**config.mk**
```make
export PLATFORM = sky130hd
export DESIGN_NAME = if_bht
export DESIGN_NICKNAME = d
export VERILOG_FILES = /design/src/rtl/if_bht_pkg.sv /design/src/rtl/if_bht_sat_cnt.sv /design/src/rtl/if_bht.sv
export SDC_FILE = /design/constraint.sdc
export NUM_CORES = 1
export LEC_CHECK = 0
export CORE_MARGIN = 1
export CORE_UTILIZATION = 40
export CTS_BUF_LIST = sky130_fd_sc_hd__clkbuf_8
export CTS_CLUSTER_DIAMETER = 50
export DETAILED_ROUTE_END_ITERATION = 8
export HOLD_SLACK_MARGIN = 0.08
export PLACE_DENSITY_LB_ADDON = 0.2
export SETUP_SLACK_MARGIN = 0.15
export SYNTH_ARGS = -nofsm -noshare
export SYNTH_HDL_FRONTEND = slang
export SYNTH_SLANG_ARGS = --single-unit
```
**constraint.sdc**
```tcl
create_clock -name clk -period 6.1 [get_ports clk]
set_clock_uncertainty 0.05 [all_clocks]
set_input_delay 1.525 -clock clk [delete_from_list [all_inputs] [get_ports clk]]
set_output_delay 1.525 -clock clk [all_outputs]
set_load 0.005 [all_outputs]
```
**src/rtl/if_bht_pkg.sv**
```systemverilog
// if_bht_pkg: shared definitions for the fetch-stage branch history table.
//   - BHT_XLEN   : default address width
//   - BHT_SNT/WNT/WT/ST : 2-bit saturating counter encodings
//   - bht_state_t: sweep/run state machine encoding
package if_bht_pkg;

   localparam int BHT_XLEN = 32;

   localparam logic [1:0] BHT_SNT = 2'b00;   // strongly not-taken
   localparam logic [1:0] BHT_WNT = 2'b01;   // weakly not-taken (init value)
   localparam logic [1:0] BHT_WT  = 2'b10;   // weakly taken
   localparam logic [1:0] BHT_ST  = 2'b11;   // strongly taken

   typedef enum logic {
      ST_INIT = 1'b0,
      ST_RUN  = 1'b1
   } bht_state_t;

endpackage

```
**src/rtl/if_bht_sat_cnt.sv**
```systemverilog
// bht_sat_cnt: combinational next value of a 2-bit saturating counter.
// Ports:
//   cnt  in  [1:0]  current counter value
//   inc  in         1 = count up (taken), 0 = count down (not taken)
//   nxt  out [1:0]  updated value, saturating at BHT_ST / BHT_SNT
module bht_sat_cnt
   import if_bht_pkg::*;
(
   input  logic [1:0] cnt,
   input  logic       inc,
   output logic [1:0] nxt
);

   always_comb begin
      nxt = cnt;
      if (inc) begin
         if (cnt != BHT_ST) nxt = cnt + 2'd1;
      end else begin
         if (cnt != BHT_SNT) nxt = cnt - 2'd1;
      end
   end

endmodule

```
**src/rtl/if_bht.sv**
```systemverilog
// if_bht: branch history table of 2^IDX_W two-bit saturating counters.
// Predicts conditional branches at fetch and retrains from the EX-stage
// branch check. After reset a sweep writes weak-NT into every entry, one per
// cycle; then one prediction and one update are served every cycle.
//
// Optional feature: define BHT_GHR_EN for gshare indexing (PC bits XOR a
// global history register updated at branch resolution).
//
// Ports:
//   clk, rst            clock, synchronous active-high reset
//   if_valid, if_pc     fetch-side branch needing a prediction
//   pred_take, pred_idx registered prediction and table index used
//   pred_ready          high once the init sweep has finished
//   ex_branch, ex_idx   EX-side resolved branch and its carried index
//   ex_take             prediction carried with that branch
//   predict_fail        EX mispredict flag
//   br_cnt, miss_cnt    resolved-branch and mispredict statistics
module if_bht
   import if_bht_pkg::*;
#(
   parameter int XLEN  = BHT_XLEN,
   parameter int IDX_W = 6,
   parameter int CNT_W = 32
) (
   input  logic             clk,
   input  logic             rst,
   input  logic             if_valid,
   input  logic [XLEN-1:0]  if_pc,
   output logic             pred_take,
   output logic [IDX_W-1:0] pred_idx,
   output logic             pred_ready,
   input  logic             ex_branch,
   input  logic [IDX_W-1:0] ex_idx,
   input  logic             ex_take,
   input  logic             predict_fail,
   output logic [CNT_W-1:0] br_cnt,
   output logic [CNT_W-1:0] miss_cnt
);

   localparam int DEPTH = 1 << IDX_W;

   bht_state_t       state_reg, state_next;
   logic [IDX_W-1:0] sweep_ptr_reg;
   logic [1:0]       bht_mem [DEPTH];

   logic             sweep_we;
   logic             run_en;
   logic             sweep_last;
   logic             actual_take;
   logic [IDX_W-1:0] hist_hash;
   logic [IDX_W-1:0] rd_idx;
   logic [1:0]       upd_cur;
   logic [1:0]       upd_next;

   logic             pred_take_reg;
   logic [IDX_W-1:0] pred_idx_reg;
   logic             pred_ready_reg;
   logic [CNT_W-1:0] br_cnt_reg;
   logic [CNT_W-1:0] miss_cnt_reg;

   // PC bits outside the index field do not affect the prediction.
   logic unused_pc;
   assign unused_pc = ^{if_pc[XLEN-1:IDX_W+2], if_pc[1:0]};

   // The carried prediction XOR the mispredict flag recovers the real outcome.
   assign actual_take = ex_take ^ predict_fail;

   // ---------------- FSM: state register ----------------
   always_ff @(posedge clk) begin
      if (rst) state_reg <= ST_INIT;
      else     state_reg <= state_next;
   end

   // ---------------- FSM: next state ----------------
   assign sweep_last = (sweep_ptr_reg == {IDX_W{1'b1}});

   always_comb begin
      state_next = state_reg;
      case (state_reg)
         ST_INIT: if (sweep_last) state_next = ST_RUN;
         ST_RUN:  state_next = ST_RUN;
         default: state_next = ST_INIT;
      endcase
   end

   // ---------------- FSM: outputs ----------------
   always_comb begin
      sweep_we = 1'b0;
      run_en   = 1'b0;
      case (state_reg)
         ST_INIT: sweep_we = 1'b1;
         ST_RUN:  run_en   = 1'b1;
         default: sweep_we = 1'b1;
      endcase
   end

   always_ff @(posedge clk) begin
      if (rst)           sweep_ptr_reg <= '0;
      else if (sweep_we) sweep_ptr_reg <= sweep_ptr_reg + 1'b1;
   end

   // ---------------- index hashing ----------------
`ifdef BHT_GHR_EN
   logic [IDX_W-1:0] ghr_reg;

   // Non-speculative history: shifted only when a branch resolves.
   always_ff @(posedge clk) begin
      if (rst)
         ghr_reg <= '0;
      else if (run_en && ex_branch)
         ghr_reg <= {ghr_reg[IDX_W-2:0], actual_take};
   end

   assign hist_hash = ghr_reg;
`else
   assign hist_hash = '0;
`endif

   assign rd_idx = if_pc[IDX_W+1:2] ^ hist_hash;

   // ---------------- counter table ----------------
   assign upd_cur = bht_mem[ex_idx];

   bht_sat_cnt u_sat_cnt (
      .cnt (upd_cur),
      .inc (actual_take),
      .nxt (upd_next)
   );

   // No reset on the array: the sweep is what initialises it. EX updates are
   // only honoured in RUN, where the sweep port is idle.
   always_ff @(posedge clk) begin
      if (!rst) begin
         if (sweep_we)
            bht_mem[sweep_ptr_reg] <= BHT_WNT;
         else if (ex_branch)
            bht_mem[ex_idx] <= upd_next;
      end
   end

   // ---------------- prediction ----------------
   // The read samples the array before this edge's write lands, so a
   // same-index update is seen only by the following prediction.
   always_ff @(posedge clk) begin
      if (rst) begin
         pred_take_reg  <= 1'b0;
         pred_idx_reg   <= '0;
         pred_ready_reg <= 1'b0;
      end else begin
         pred_ready_reg <= (state_next == ST_RUN);
         if (if_valid) begin
            pred_idx_reg  <= rd_idx;
            pred_take_reg <= run_en & bht_mem[rd_idx][1];
         end
      end
   end

   // ---------------- statistics ----------------
   always_ff @(posedge clk) begin
      if (rst) begin
         br_cnt_reg   <= '0;
         miss_cnt_reg <= '0;
      end else if (run_en && ex_branch) begin
         br_cnt_reg <= br_cnt_reg + 1'b1;
         if (predict_fail) miss_cnt_reg <= miss_cnt_reg + 1'b1;
      end
   end

   assign pred_take  = pred_take_reg;
   assign pred_idx   = pred_idx_reg;
   assign pred_ready = pred_ready_reg;
   assign br_cnt     = br_cnt_reg;
   assign miss_cnt   = miss_cnt_reg;

endmodule

```
**Word-level counts from Yosys, hierarchy flattened**

Memory sizes are Yosys's and may differ from the RTL's.
Index checks and enable logic that the tools add are counted.

- Bits in registers: 78
- Memory bits (writable): 128
- Bits of input ports: 44
- Output and inout port bits: 72
- Memories: 1

- Add/subtract/negate cells: 5
- Equal/unequal tests: 2
- Muxes and demuxes: 16
- Bitwise logic cells: 3
- Reductions and logical operators: 4

Memory list:

| name | words | bits a word | read ports | clocked after Yosys merged registers in | write ports | RTL line | RTL |
|---|---|---|---|---|---|---|---|
| bht_mem | 64 | 2 | 2 | 0 | 1 | if_bht.sv:44 | `logic [1:0] bht_mem [DEPTH];` |

Operators by type and width:

| operator | number |
|---|---|
| adder 32 x 1 -> 32 bit (second input constant) | 2 |
| two-way mux 1 bit | 10 |
| two-way mux 2 bit | 4 |
| adder 6 x 1 -> 6 bit (second input constant) | 1 |
| == test 6 bit (second input constant) | 1 |
| two-way mux 6 bit | 1 |
| adder 2 x 1 -> 2 bit (second input constant) | 1 |
| != test 2 bit (second input constant) | 1 |
| one-hot mux 1 bit (2 select lines) | 1 |
| AND reduction 2 bit | 1 |
| nonzero test 2 bit | 1 |
| OR reduction 2 bit | 1 |
| subtractor 2 x 1 -> 2 bit (second input constant) | 1 |
| AND 1 bit | 1 |
| logical AND 1 bit | 1 |
| inverter 1 bit | 1 |
| bitwise XOR 1 bit | 1 |

**Depth between registers and ports, before layout**

- Word-level depth: 6
- Gate-level depth with buffers: 10
- Gate-level depth less buffers: 7

**Modules after synthesis**

A second synthesis with hierarchy kept.

- Cell total of the unflattened synthesis: 748
- Area, all modules: 9386.5 um^2

By module, submodules not included:

| module | instances | cells each | area each (um^2) | sequential area each (um^2) |
|---|---|---|---|---|
| if_bht | 1 | 745 | 9360.2 | 5405.2 |
| bht_sat_cnt | 1 | 3 | 26.3 | 0.0 |

**Worst setup path after synthesis**

No wires, ideal clock.

- Kind: input to register
- From: in ex_idx[2]
- To: mem bht_mem[0][1], data pin
- Setup time: 0.499 ns
- Arrival: 4.579 ns
- Slack: 0.973 ns
- Stages: 8
- Path buffers: 3
- Cells stage by stage: buf_2 -> clkbuf_1 -> clkbuf_1 -> o31ai_1 -> nor3_1 -> nor3_2 -> maj3_1 -> nor2_1

- Cells in the longest elaborated chain, start to end: 5

Ends and longest elaborated chain:

| element | RTL line | RTL |
|---|---|---|
| from (decl) | if_bht.sv:33 | `input logic [IDX_W-1:0] ex_idx,` |
| memory (64 x 2 bit) * | -- |  |
| subtractor 2 x 1 -> 2 bit (tied with other cells) | if_bht_sat_cnt.sv:19 | `if (cnt != BHT_SNT) nxt = cnt - 2'd1;` |
| two-way mux 2 bit, on equally long branches | if_bht_sat_cnt.sv:19, if_bht_sat_cnt.sv:17 |  |
| two-way mux 2 bit * | if_bht_sat_cnt.sv:16 | `if (inc) begin` |
| two-way mux 2 bit (no source line) * | -- |  |
| to (decl) | if_bht.sv:44 |  |

Every way passes the cells marked *; elsewhere a longest branch is shown, timed or not.

**Worst setup path in the final report**

- From: in ex_idx[3]
- To: mem bht_mem[24][0], data pin

The elaborated chain is that of the path after synthesis.

==> results.yml <==
status:
  run_status: "complete, no violations"
critical_path:
  timing.rr.start: "bht_mem[45][1]"
  crit_required_ns: 6.39
  worst-setup-path-type: "input port to register"
  timing.critical_path.slowest_stage_cell: "sky130_fd_sc_hd__clkdlybuf4s50_1"
  r2r-end: "bht_mem[24][0]"
  reg2reg_depth: 8
  cp.arrival_ns: 4.80
  cp_max_fo: 18
  worst_setup_path_end_kind: "register"
  setup.worst_path.start_class: "input port"
  crit_path_cell_trace: "clkdlybuf4s50_1 > buf_4 > nand2b_1 > a2111oi_0 > or4_1 > a211oi_1 > or4_1 > maj3_2 > nand2_1 > buf_4"
  timing.critical_path.slowest_cell_delay_ns: 0.73
  rrSetupSlack_ns: 3.06
min_path:
  hold_start: "pred_take"
  whs_path_depth: 2
  destination_of_the_worst_hold_path: "pred_take"
  hold_class: "register to register"
pwr:
  power_density_mw_per_mm2: 246
  power.ir.vdd_worst_mv: 0.172
  leakage_uw: 0.00395
  fin_total_pwr_uw: 2790
synth:
  postSynth.topFlopCell: "sky130_fd_sc_hd__edfxtp_1"
  synth.cell_area_mm2: 0.00945
  synth.yosys.warnings: 0
  post-synth-top-count-cell: "sky130_fd_sc_hd__nor2_1"
  ys_async_sr_fraction_pct: 0
  synth_seq_cells: 206
  synth.distinct_cells: 50
  post_synth.cell_area_avg_um2: 11.6
  number_of_instances_in_the_synthesized_netlist: 815
  netlist_top_cells_area: "sky130_fd_sc_hd__edfxtp_1 41%, sky130_fd_sc_hd__dfxtp_1 17%, sky130_fd_sc_hd__mux4_2 7.2%"
  post-synth-top-area-fraction_pct: 40.7
  synth.net_count: 862
  number_of_flops_mapped_to_enable_cells_by_yosys: 128
  synth_seq_area_share_pct: 57.2
  synth_top_area_cell: "sky130_fd_sc_hd__edfxtp_1"
  post_synth_most_frequent_cells: "147 x sky130_fd_sc_hd__nor2_1, 128 x sky130_fd_sc_hd__edfxtp_1, 78 x sky130_fd_sc_hd__dfxtp_1"
final_layout:
  area_growth_pct: 20.2
  n_antenna_cell: 0
  fin_nets: 970
  largest_register_ff_count: 128
  n_fill_cell: 2113
  layout_cells_sized_above_1_pct: 11.3
detailed_routing:
  wirelength_mm: 22.5
  remaining_drc_errors: 0
  routed_wire_length_per_instance_um: 17.9
  dr.pass1.iters: 4
  routed_via_density: 5.29
  num_vias: 6655
  dr.first_iter.drc_count: 391
  antenna_violating_nets_post_route: 0
sta:
  timing.final.setup_violations: 0
  final.setup.tns_ns: 0
  hold_viol: 0
  worst_slew_pin_tran_ns: 1.19
  finalWorstPathRequiredPeriod_ns: 4.51
  worst_slack_ns: 1.59
  max-slew-margin-rel_pct: 20.5
  unrepaired_setup_endpoints_after_global_routing: "no"
  max_clock_freq_mhz: 222
  final_max_slew_viol_count: 0
  timing.final.crit_share_pct: 73.9
clock_tree:
  clkLatencyLatePin_ns: 0.53
  cts.hold.buffers_added: 0
  cts.sink_count: 206
  tritoncts: "yes"
  cts_resized: 0
  library_cell_used_as_clock_root_buffer: "sky130_fd_sc_hd__clkbuf_8"
  cts.path.max_buffers: 3
  clock_pin_slew_reported_for_the_worst_setup_and_hold_paths_after_clock_tree_synthesis_ns: 0.06
  tritoncts.num_buffers: 37
  cts_max_level: 2
  post_cts_buffers: 0
floorplanning:
  ios: 116
  num_rows: 55
  core_area_mm2: 0.0229
  dieArea_mm2: 0.0242
  floorplan.die.width_um: 156
  die_height_um: 156
  initial_core_utilization_pct: 41.2
global_route:
  vias_in_the_first_global_route: 6526
  wire_length_of_the_first_global_routing_pass_mm: 35.4
  grtUsageTotal_pct: 19.0
  antenna_found_initial: 0
  grt_start_max_net_pins: 76
  grt_overflow_total: 0
place:
  place_ws_ns: 1.11
  port_buffers: 89
  dp.final_hpwl_mm: 15.2
  gp_congestion: 0.793
run:
  reported_max_cap_violation_count: 0
[metrics by stage]
step	hold WS, ns	utilization [%]	instance area, um2	std cells
after detailed placement	0.424	46.7	10700	1197
final	0.424	49.5	11400	1259
after global placement	0.405	46.7	10700	1197
after global routing	0.469	49.5	11400	1259
after floorplan	0.413	-	9450	815
after CTS	0.432	49.5	11400	1259
[how the worst max path moves through the flow]
stage / to / start
3_5_place_dp: bht_mem[24][0] / ex_idx[1]
2_1_floorplan: bht_mem[0][1] / ex_idx[2]
3_3_place_gp: bht_mem[24][0] / ex_idx[1]
6_report: bht_mem[24][0] / ex_idx[3]
5_1_grt: bht_mem[32][1] / ex_idx[2]
4_1_cts: bht_mem[24][0] / ex_idx[1]
[where the power goes]
group          internal [uW]  switching [uW]  total [uW]
Combinational           60.3            85.4         146
Clock                    611             558        1170
Sequential              1470            5.27        1470
[worst max-delay path, delay by kind of cell]
family	cells	cell delay (ns)
fa+ha+maj	1	0.30
buf+inv	3	1.33
simple gates	4	1.16
compound gates	2	0.48
[per-layer routing]
layer	wire length [um]	track usage (%)
met1	10100	25.3
met2	10600	31.2
met3	1230	3.56
met4	570	6.63
met5	0	0
[cells by family after synthesis]
kind of cell / count (synthesis) / share of synthesized area (%)
and+or+nand+nor: 355 / 17.6
DFF: 206 / 57.2
muxes: 77 / 12.6
AOI/OAI and AO/OA: 72 / 4.82
xor gates and xnor gates: 55 / 5.10
buffers and inverters: 45 / 2.08
adders and majority gates: 5 / 0.623
[layout make-up]
cell class / count / area [um2] / share of cell area, %
clock buffers: 41 / 564 / 4.97
clock inverters: 21 / 86.3 / 0.760
inverters: 9 / 33.8 / 0.298
multi-input cells: 564 / 3850 / 33.9
flip-flops and latches: 206 / 5410 / 47.6
well taps: 313 / 392 / 3.45
repair buffers: 105 / 1020 / 8.99
[cells in the final DEF, fill, tap and decap left out, drive strengths merged, types with 11 or more instances in the layout]
master / instances
nand3: 44
nor3: 12
nor2: 147
nand4: 17
o21ai: 17
edfxtp: 128
and3: 11
clkdlybuf4s50: 86
xnor2: 21
inv: 12
clkinv: 17
mux4: 32
buf: 19
a21oi: 19
nand2: 62
nor2b: 13
clkbuf: 41
nand2b: 11
mux2i: 37
xor2: 34
dfxtp: 78
or3: 15
Power figures use the tool's default switching activity.
